`config.mk`:
```
export PLATFORM = sky130hd
export DESIGN_NAME = buzzer_event_monitor
export DESIGN_NICKNAME = d
export VERILOG_FILES = /design/src/rtl/buzzer_event_monitor.sv
export SDC_FILE = /design/constraint.sdc
export NUM_CORES = 1
export LEC_CHECK = 0
export ABC_AREA = 0
export BUFFER_PORTS_ARGS = -buffer_cell sky130_fd_sc_hd__buf_2
export CAP_MARGIN = 5
export CORE_MARGIN = 2
export CORE_UTILIZATION = 54
export DETAILED_ROUTE_END_ITERATION = 6
export PLACE_DENSITY = 0.83
export SYNTH_ARGS = -nofsm -noshare
export SYNTH_HDL_FRONTEND = slang
export SYNTH_SLANG_ARGS = --single-unit
export TNS_END_PERCENT = 30
```
`constraint.sdc`:
```
create_clock -name clk -period 5 [get_ports clk]
set_clock_uncertainty 0.1 [all_clocks]
set_input_delay 1 -clock clk [delete_from_list [all_inputs] [get_ports clk]]
set_output_delay 1 -clock clk [all_outputs]
set_load 0.1 [all_outputs]
```
`src/rtl/buzzer_event_monitor.sv`:
```
// Receive-side monitor for the one-hot buzzer alarm lines: measures each pulse,
// flags malformed activity and queues {zone, err} events in a show-ahead FIFO.
module buzzer_event_monitor #(
  parameter int unsigned PULSE_LEN  = 31,
  parameter int unsigned TOL        = 1,
  parameter int unsigned FIFO_DEPTH = 4,
  parameter int unsigned CNT_W      = 8
) (
  input  logic             clk,
  input  logic             rst_n,
  input  logic             ena,
  input  logic [2:0]       buzz_in,
  input  logic             rd_en,
  output logic             evt_valid,
  output logic [1:0]       evt_zone,
  output logic             evt_err,
  output logic             fifo_full,
  output logic             overflow,
  output logic [CNT_W-1:0] alarm_cnt
);

  localparam int unsigned AW      = $clog2(FIFO_DEPTH);
  localparam logic [5:0]  LEN_MIN = 6'(PULSE_LEN - TOL);
  localparam logic [5:0]  LEN_MAX = 6'(PULSE_LEN + TOL);
  localparam logic [AW:0] DEPTH_C = (AW+1)'(FIFO_DEPTH);

  typedef enum logic [1:0] {ST_IDLE, ST_MEASURE, ST_WAIT_CLR} state_t;

  state_t     r_state, w_state_nxt;
  logic [5:0] r_len, w_len_nxt;
  logic [1:0] r_zone, w_zone_nxt;

  logic       w_onehot;
  logic [1:0] w_in_zone;
  logic [2:0] w_hot_latched;

  logic       w_push;
  logic [1:0] w_push_zone;
  logic       w_push_err;

  logic [2:0]       r_mem [FIFO_DEPTH];
  logic [AW-1:0]    r_wptr, r_rptr;
  logic [AW:0]      r_count;
  logic             r_overflow;
  logic [CNT_W-1:0] r_alarm_cnt;
  logic             w_pop, w_full, w_wr;

  assign w_onehot = $onehot(buzz_in);

  always_comb begin
    w_in_zone = 2'd0;
    case (buzz_in)
      3'b001:  w_in_zone = 2'd1;
      3'b010:  w_in_zone = 2'd2;
      3'b100:  w_in_zone = 2'd3;
      default: w_in_zone = 2'd0;
    endcase
  end

  always_comb begin
    w_hot_latched = 3'b000;
    case (r_zone)
      2'd1:    w_hot_latched = 3'b001;
      2'd2:    w_hot_latched = 3'b010;
      2'd3:    w_hot_latched = 3'b100;
      default: w_hot_latched = 3'b000;
    endcase
  end

  // State register
  always_ff @(posedge clk or negedge rst_n) begin
    if (!rst_n) begin
      r_state <= ST_IDLE;
      r_len   <= '0;
      r_zone  <= '0;
    end else if (ena) begin
      r_state <= w_state_nxt;
      r_len   <= w_len_nxt;
      r_zone  <= w_zone_nxt;
    end
  end

  // Next-state logic
  always_comb begin
    w_state_nxt = r_state;
    w_len_nxt   = r_len;
    w_zone_nxt  = r_zone;
    unique case (r_state)
      ST_IDLE: begin
        if (w_onehot) begin
          w_zone_nxt  = w_in_zone;
          w_len_nxt   = 6'd1;
          w_state_nxt = ST_MEASURE;
        end else if (buzz_in != '0) begin
          w_state_nxt = ST_WAIT_CLR;
        end
      end
      ST_MEASURE: begin
        if (buzz_in == w_hot_latched) begin
          // Stuck line: the increment would pass the window, so the pulse ends here.
          if (r_len >= LEN_MAX) w_state_nxt = ST_WAIT_CLR;
          else                  w_len_nxt   = (r_len == '1) ? r_len : r_len + 6'd1;
        end else if (buzz_in == '0) begin
          w_state_nxt = ST_IDLE;
        end else begin
          w_state_nxt = ST_WAIT_CLR;
        end
      end
      ST_WAIT_CLR: begin
        if (buzz_in == '0) w_state_nxt = ST_IDLE;
      end
      default: w_state_nxt = ST_IDLE;
    endcase
  end

  // Event generation
  always_comb begin
    w_push      = 1'b0;
    w_push_zone = r_zone;
    w_push_err  = 1'b1;
    unique case (r_state)
      ST_IDLE: begin
        if (buzz_in != '0 && !w_onehot) begin
          w_push      = 1'b1;
          w_push_zone = 2'd0;
        end
      end
      ST_MEASURE: begin
        if (buzz_in == w_hot_latched) begin
          w_push = (r_len >= LEN_MAX);
        end else begin
          w_push = 1'b1;
          if (buzz_in == '0) w_push_err = (r_len < LEN_MIN) || (r_len > LEN_MAX);
        end
      end
      default: ;
    endcase
  end

  assign w_pop  = rd_en && evt_valid;
  assign w_full = (r_count == DEPTH_C);
  assign w_wr   = w_push && (!w_full || w_pop);

  always_ff @(posedge clk) begin
    if (ena && w_wr) r_mem[r_wptr] <= {w_push_zone, w_push_err};
  end

  always_ff @(posedge clk or negedge rst_n) begin
    if (!rst_n) begin
      r_wptr      <= '0;
      r_rptr      <= '0;
      r_count     <= '0;
      r_overflow  <= 1'b0;
      r_alarm_cnt <= '0;
    end else if (ena) begin
      if (w_wr)  r_wptr <= r_wptr + AW'(1);
      if (w_pop) r_rptr <= r_rptr + AW'(1);
      if (w_wr && !w_pop)      r_count <= r_count + (AW+1)'(1);
      else if (!w_wr && w_pop) r_count <= r_count - (AW+1)'(1);
      if (w_push && !w_wr) r_overflow <= 1'b1;
      if (w_wr && !w_push_err && r_alarm_cnt != '1) r_alarm_cnt <= r_alarm_cnt + CNT_W'(1);
    end
  end

  assign evt_valid = (r_count != '0);
  assign evt_zone  = evt_valid ? r_mem[r_rptr][2:1] : 2'd0;
  assign evt_err   = evt_valid ? r_mem[r_rptr][0]   : 1'b0;
  assign fifo_full = w_full;
  assign overflow  = r_overflow;
  assign alarm_cnt = r_alarm_cnt;

endmodule

```
# Word-level counts from Yosys, hierarchy flattened
# Memories as Yosys holds them, arrays and structs flattened.
# Index checks and enable logic that the tools add are counted.
[word_totals] out_inout_bits=14 input_bits=7 memories=1 regBits=26 elab_cells=98 ramBits=12
[op_classes] n_mux=28 magnitude_cmp=3 n_eq_ne=20 add_sub_neg=8 reduce_logical=30
[memory_table] memory="r_mem" words=4 word_bits=3 read_ports=1 rd_ports_with_merged_regs=0 write_ports=1 line="41" rtl="logic [2:0] r_mem [FIFO_DEPTH];"
[op_table] op="$mux 6" n=4
[op_table] op="$mux 2" n=9
[op_table] op="$pmux 2 s3" n=2
[op_table] op="$pmux 6 s2" n=1
[op_table] op="$ne 2x2->1 const B" n=5
[op_table] op="$reduce_and 2->1" n=5
[op_table] op="$logic_and 1x1->1" n=9
[op_table] op="$pmux 3 s3" n=1
[op_table] op="$add 8x1->8 const B" n=1
[op_table] op="$mux 1" n=8
[op_table] op="$ne 8x8->1 const B" n=1
[op_table] op="$add 6x1->6 const B" n=1
[op_table] op="$eq 2x1->1 const B" n=3
[op_table] op="$eq 2x2->1 const B" n=3
[op_table] op="$eq 3x3->1 const B" n=2
[op_table] op="$eq 6x6->1 const B" n=1
[op_table] op="$ge 6x6->1 const B" n=1
[op_table] op="$gt 6x6->1 const B" n=1
[op_table] op="$lt 6x5->1 const B" n=1
[op_table] op="$mux 3" n=2
[op_table] op="$ne 3x3->1 const B" n=2
[op_table] op="$reduce_and 6->1" n=1
[op_table] op="$reduce_bool 3->1" n=2
[op_table] op="$logic_not 1->1" n=5
[op_table] op="15 further kinds" n=18

# Depth between registers and ports, before layout
# Gate-level depths: netlist of the first run.
[logic_depth] ltp_word=12 depth_mapped=11 ltp_nobuf=10

# Least setup slack after synthesis of the first run
# No wires, ideal clock.
[synth_timing] kind="reg-to-reg" from="reg r_count[0]" to="reg r_count[1]" path_buffers=0 t_required_ns=4.775 period_less_slack_ns=4.237 stages_incl_launch_ff=8 t_arrival_ns=4.012 setup_time_ns=0.125 slack_ns=0.763 path_cell_list="dfrtp_1 -> nor3b_1 -> nor2b_1 -> a2111oi_0 -> ha_1 -> inv_1 -> fa_1 -> mux2_2"
[synth_via] elab_chain_cells=8 word_cells_on_any_way=16 classes_between="add/sub (2); eq/ne (1); mux (2); reduce/logical (11)"
[synth_rtl] element="start, declared" line="43" rtl="logic [AW:0] r_count;"
[synth_rtl] element="start signal, assigned" line="158" rtl="if (w_wr && !w_pop) r_count <= r_count + (AW+1)'(1);"
[synth_rtl] element="start signal, assigned" line="159" rtl="else if (!w_wr && w_pop) r_count <= r_count - (AW+1)'(1);"
[synth_rtl] element="$eq 3x3->1 *" line="141" rtl="assign w_full = (r_count == DEPTH_C);"
[synth_rtl] element="named net fifo_full" line="17" rtl="output logic fifo_full,"
[synth_rtl] element="$logic_not 1->1 *" line="142" rtl="assign w_wr = w_push && (!w_full || w_pop);"
[synth_rtl] element="$logic_or 1x1->1 *" line="142"
[synth_rtl] element="$logic_and 1x1->1 *" line="142"
[synth_rtl] element="$logic_not 1->1" line="159"
[synth_rtl] element="$logic_and 1x1->1" line="159"
[synth_rtl] element="$reduce_bool 2->1 (no line)"
[synth_rtl] element="$reduce_and 2->1 (no line)"
# The timed path passes the listed nets; every way through them passes the cells marked *. The select of a mux whose other input is x is not followed.
# A chain may end at the register's enable or synchronous reset.

# Final worst setup path of the first run
[layout_timing] from="in buzz_in[0]" to="reg r_count[2]"
[layout_via] elab_chain_cells=12 word_cells_on_any_way=17 classes_between="add/sub (2); eq/ne (2); mux (4); reduce/logical (9)"
[layout_rtl] element="start, declared" line="12" rtl="input logic [2:0] buzz_in,"
[layout_rtl] element="$add 1x1->2 (implied by the code)" line="48" rtl="assign w_onehot = $onehot(buzz_in);"
[layout_rtl] element="$add 2x1->2 (implied by the code)" line="48"
[layout_rtl] element="$eq 2x1->1" line="48"
[layout_rtl] element="$logic_not 1->1" line="123" rtl="if (buzz_in != '0 && !w_onehot) begin"
[layout_rtl] element="$logic_and 1x1->1" line="123"
[layout_rtl] element="$mux 1" line="123"
[layout_rtl] element="$pmux 1 s2 *" line="121" rtl="unique case (r_state)"
[layout_rtl] element="$logic_and 1x1->1 *" line="142"
[layout_rtl] element="$logic_not 1->1" line="159"
[layout_rtl] element="$logic_and 1x1->1" line="159"
[layout_rtl] element="$reduce_bool 2->1 (no line)"
[layout_rtl] element="$reduce_and 2->1 (no line)"
# Mark *: on every way between the ends. The rest lies on a longest branch, timed or not.

==> flow_metrics.tcl, run 1 <==
set metrics [dict create \
    outcome "completed" \
    dp_hpwl_um 2757 \
    die_height_um 65.25 \
    final_hold_viol_count 0 \
    cts_root_buf "clkbuf_8" \
    detail-route-antenna-nets 0 \
    antenna_cells 0 \
    drtPass1Iterations 4 \
    insertion_delay_ns 0.29 \
    final_area_mm2 0.002253 \
    worst_slew_pin_slew_ns 0.6904 \
    multi_input_area_um2 954.7 \
    setup_viol 0 \
    placed_area_mm2 0.002145 \
    postSynthAreaPerCell_um2 12.13 \
    synth_edf_count 12 \
    nFillCells 294 \
    final_cell_mix "26 x dfrtp_1, 20 x buf_2, 12 x nand2_1, 12 x edfxtp_1, 11 x xnor2_1" \
    grt_max_degree 27 \
    numCtsBuffers 5 \
    netlist_area_mm2 0.002026 \
    synth.net_count 183 \
    ff_latch_area_mm2 0.001011 \
    hold_path.class "reg -> reg" \
    layout-drive-gt1-share_pct 24.06 \
    die_area_mm2 0.004257 \
    clk_pin_slew_worst_paths_ns 0.08 \
    chipWidth_um 65.25 \
    period_needed_ns 3.392 \
    portBuffers 20 \
    post_cts_buffers 0 \
    synth-main-ff-cell "dfrtp_1" \
    grt_pass1_vias 1360 \
    power_density_mw_per_mm2 498.5 \
    vias_per_cell 5.715 \
    numClockSinks 38 \
    layout_commonest_cell "dfrtp_1" \
    antenna_found_initial 0 \
    finalSetupTns_ns 0 \
    globalplace.congestion 0.7652 \
    drt_wl_total_um 3697 \
    cts-root-to-sink-buffers 2 \
    min_period_over_period_pct 67.84 \
    fin_nets 202 \
    slew_headroom_pct 53.55 \
    post_cts_resized 0 \
    area_growth_pct 11.24 \
    startpoint_type "input port" \
    irDropWorstVdd_mv 0.2035 \
    grt_pass1_wl_um 6327 \
    hold_buffers 0 \
    cts_tree "built" \
    yosysWarningCount 0 \
    start_util_pct 55.75 \
    crit_fanout 8 \
    drv_slew 0 \
    ys_ff_latch 38 \
    endpoint_kind "flop" \
    grtUsageTotal_pct 20.10 \
    ioPinCount 21 \
    detail_route.drc_violations 0 \
    critPathRequiredTime_ns 5.09 \
    power.leakage_nw 0.9872 \
    htree_levels 2 \
    async_flop_share_pct 68.42 \
    synth-seq-area-share_pct 49.91 \
    syn_inst 167 \
    yosysUniqueCellTypes 48 \
    rsz0062_at_grt "no" \
    rows 22 \
    grt-ovfl-total 0 \
    num_vias 1343 \
    wire_per_inst_um 15.73 \
    worstSetupPathType "in -> reg" \
    worstPathArrival_ns 3.48 \
    drt_iter0_markers 61 \
    cap_viol_max_count 0 \
    core_area_mm2 0.003633 \
    max_clock_freq_ghz 0.2948 \
]
-- layer usage --
layer	vias to the layer above	wire (um)	track usage, %
met3	5	191	5.137
met4	0	76	9.635
met2	33	1921	34.95
li1	645	-	-
met5	-	0	0
met1	660	1507	23.03
-- flip-flops by register name, summed over array words and instances (netlist names) --
name / cells
r_state: 2
alarm_cnt: 8
r_len: 6
r_count: 3
r_rptr: 2
overflow: 1
r_wptr: 2
r_mem: 12
r_zone: 2
-- worst max-delay path, cell delays in order --
cell and delay [ns]:
buf_2 0.17, and4b_1 0.22, a211oi_1 0.35, nor3_2 0.18, a2111oi_0 0.49, ha_1 0.27
inv_1 0.06, fa_1 0.38, xnor2_1 0.14, nand2_1 0.08, xnor2_1 0.13
-- cell type report --
cell class,count,share of cell area [%]
clock buffer,5,3.054
clock inverter,3,1.777
inverter,5,0.8329
multi-input combinational,116,42.37
sequential,38,44.86
tap,48,2.665
timing repair buffer,20,4.442
-- metrics by stage --
stage	power [mW]	util (%)	setup slack [ns]	std cells	hold slack (ns)
floorplan	0.7963	-	0.7632	167	0.3654
global placement	0.8509	59.02	1.412	227	0.3581
detailed placement	0.8767	59.02	1.326	227	0.3859
CTS	1.131	62.02	1.629	235	0.4027
global route	1.184	62.02	1.334	235	0.4204
finish	1.123	62.02	1.608	235	0.4019
-- cells in the mapped netlist, drive strengths merged (4+ instances only) --
cell	number	area, um2
nor2	8	30.03
clkbuf	5	20.01
nor4	7	77.58
xor2	7	61.31
xnor2	11	96.34
nand2	12	45.04
edfxtp	12	360.4
and2	7	43.79
ha	7	87.58
dfrtp	26	650.6
or3	4	25.02
nor3	5	35.03
inv	5	18.77
nand4	5	31.28
-- power breakdown --
part	switching (mW)	internal (mW)
sequential	0.0693	0.380
clock	0.108	0.147
combinational	0.292	0.126
-- cells by family after synthesis --
logic type / share of synthesized area [%]
AND/OR/NAND/NOR: 19.70
flip-flops: 49.91
XOR/XNOR: 7.783
AO/OA/AOI/OAI: 7.351
buffers and inverters: 2.964
adder cells (fa/ha/maj): 6.300
multiplexers: 5.991
-- worst paths after layout --
| path | start | end | slack, ns | depth (start not counted) |
|---|---|---|---|---|
| max in group asynchronous | rst_n | r_len[5]$_DFFE_PN0P_ | 3.79 | 1 |
| setup reg to reg | r_zone[0]$_DFFE_PN0P_ | r_count[2]$_DFFE_PN0P_ | 2.03 | 10 |
| hold reg to reg | alarm_cnt[7]$_DFFE_PN0P_ | alarm_cnt[7]$_DFFE_PN0P_ | 0.40 | 1 |
| hold / removal | alarm_cnt[7]$_DFFE_PN0P_ | alarm_cnt[7]$_DFFE_PN0P_ | 0.40 | 1 |
| min in group asynchronous | rst_n | r_count[2]$_DFFE_PN0P_ | 0.61 | 1 |
| setup / recovery | buzz_in[0] | r_count[2]$_DFFE_PN0P_ | 1.61 | 11 |
(Power assumes the default switching activity.)
==> inputs of run 2 (changes only) <==
==> constraint.sdc (replaced) <==
create_clock -name clk -period 3.47 [get_ports clk]
set_clock_uncertainty 0.1 [all_clocks]
set_input_delay 0.694 -clock clk [delete_from_list [all_inputs] [get_ports clk]]
set_output_delay 0.694 -clock clk [all_outputs]
set_load 0.1 [all_outputs]
==> run 2 against run 1 <==
Net effect:
- via count decreased by 1.6%
- die area stayed put
- first-iteration DRC count increased by 26%
- clock power increased by 16%
- flip-flop and latch count did not move
- global-route usage shrank 1.3 points
- register-to-register slack got worse by 1.5 ns
- hold slack worse by 0.11 ns
- critical path depth unchanged
- combinational power grew 45%
- critical path type unchanged
==> flow_metrics.tcl, run 2 (same netlist as run 1, synthesis figures left out) <==
set metrics [dict create \
    outcome "completed" \
    intPower_mw 0.8714 \
    reg2reg_to "r_count[2]$_DFFE_PN0P_" \
    grt_pass1_wl_um 6099 \
    globalplace.congestion 0.7740 \
    htree_levels 2 \
    grtUsageTotal_pct 18.82 \
    pwr-share-seq_pct 41.7 \
    critPathRequiredTime_ns 3.55 \
    insertion_delay_ns 0.29 \
    crit_fanout 7 \
    place_inst 228 \
    hold_ws_ns 0.2888 \
    critical_path.startpoint "buzz_in[0]" \
    pre_cts_ws_ns 0.1323 \
    top_register "r_mem" \
    num_vias 1321 \
    max_stage_delay_ns 0.49 \
    cp_common_cell "xnor2_1" \
    power_frac_clock_pct 19.2 \
    drt_iter0_markers 77 \
    cts-root-to-sink-buffers 2 \
    drtPass1Iterations 4 \
    vias_per_cell 5.597 \
    ioPinCount 21 \
    start_util_pct 55.75 \
    slew_headroom_pct 53.69 \
    reg2reg_setup_slack_ns 0.54 \
    layout_commonest_cell "dfrtp_1" \
    numClockSinks 38 \
    drv_slew 0 \
    grt-ovfl-total 0 \
    setup_ws_ns 0.4312 \
    final_area_mm2 0.002242 \
    ff2ff_path_depth 10 \
    startpoint_type "input port" \
    setup_viol 0 \
    post_cts_buffers 0 \
    irDropWorstVdd_mv 0.3404 \
    wire_per_inst_um 14.78 \
    antenna_cells 0 \
    detail_route.drc_violations 0 \
    area_growth_pct 10.69 \
    rsz0062_at_grt "no" \
    die_area_mm2 0.004257 \
    pwr-share-comb_pct 39.1 \
    clk_pin_slew_worst_paths_ns 0.07 \
    crit_buf_inv 2 \
    detail-route-antenna-nets 0 \
    postLayoutCoreUtil_pct 61.71 \
    grt_max_degree 27 \
    period_needed_ns 3.039 \
    grt_pass1_vias 1327 \
    hold_buffers 0 \
    worstPathArrival_ns 3.12 \
    power_density_mw_per_mm2 691.3 \
    final_hold_viol_count 0 \
    rows 22 \
    worst_slew_pin_slew_ns 0.6893 \
    crit_slowest_cell "a2111oi_0" \
    final_cells 236 \
    layout-drive-gt1-share_pct 24.47 \
    swShare_pct 43.78 \
    fin_nets 203 \
    dp_hpwl_um 2543 \
    hold_path.class "in -> async" \
    reg2reg_from "r_zone[0]$_DFFE_PN0P_" \
    numCtsBuffers 5 \
    switching_power_mw 0.6786 \
    die_height_um 65.25 \
    worstSetupPathType "in -> reg" \
    post_cts_resized 0 \
    min_period_over_period_pct 87.57 \
    path_cells "buf_2 -> and4b_1 -> a211oi_1 -> nor3_2 -> a2111oi_0 -> ha_1 -> inv_1 -> fa_1 -> xnor2_1 -> nand2_1 -> xnor2_1" \
    power.leakage_nw 0.9777 \
    cts_tree "built" \
    max_clock_freq_ghz 0.3291 \
    antenna_found_initial 0 \
    nFillCells 300 \
    cts_root_buf "clkbuf_8" \
    finalSetupTns_ns 0 \
    cap_viol_max_count 0 \
    crit_family "compound AO/OA/AOI/OAI gates" \
    endpoint_kind "flop" \
    final_cell_mix "26 x dfrtp_1, 20 x buf_2, 12 x nand2_1, 12 x edfxtp_1, 11 x xnor2_1" \
    drt_wl_total_um 3488 \
    chipWidth_um 65.25 \
    portBuffers 20 \
    largest_reg_flops 12 \
    placed_area_mm2 0.002157 \
    core_area_mm2 0.003633 \
    total_power_mw 1.550 \
]
run 2: power groups by stage:
stage          logic, mW  clock network [mW]  registers (mW)
2_1_floorplan      0.499                   0           0.652
3_3_place_gp       0.584                   0           0.647
3_5_place_dp       0.609                   0           0.656
4_1_cts            0.611               0.302           0.647
5_1_grt            0.650               0.330           0.660
6_report           0.606               0.297           0.647
run 2: final cells by class:
class / count / area, um2 / share of cell area, %
clock buffer: 5 / 68.82 / 3.069
clock inverter: 3 / 16.27 / 0.7254
inverter: 5 / 18.77 / 0.8371
multi-input combinational: 116 / 959.7 / 42.80
sequential: 38 / 1011 / 45.09
tap: 48 / 60.06 / 2.679
timing repair buffer: 21 / 107.6 / 4.799
run 2: worst register-to-register path: cells and delay by family (launching register included):
| family | cells | cell delay (ns) |
|---|---|---|
| AND/OR/NAND/NOR | 3 | 0.43 |
| buffers and inverters | 1 | 0.06 |
| adder cells (fa/ha/maj) | 2 | 0.64 |
| flip-flops | 1 | 0.46 |
| AO/OA/AOI/OAI | 2 | 0.85 |
| XOR/XNOR | 2 | 0.29 |
run 2: how the worst max path moves through the flow:
stage                                  end  slack [ns]  cells after the start
floorplan           r_count[1]$_DFFE_PN0P_        0.28                      7
global placement    r_count[2]$_DFFE_PN0P_        0.29                     11
detailed placement  r_count[2]$_DFFE_PN0P_        0.13                     11
CTS                 r_count[2]$_DFFE_PN0P_        0.43                     11
global route        r_count[2]$_DFFE_PN0P_        0.23                     11
finish              r_count[2]$_DFFE_PN0P_        0.43                     11
run 2: routing by layer:
layer  part of all wire [%]  GRT usage, %  up-vias
met2                     50         31.63       27
met5                      0             0        -
met3                    4.0         5.308        3
met4                    1.0         5.469        0
li1                       -             -      642
met1                     45         23.77      649
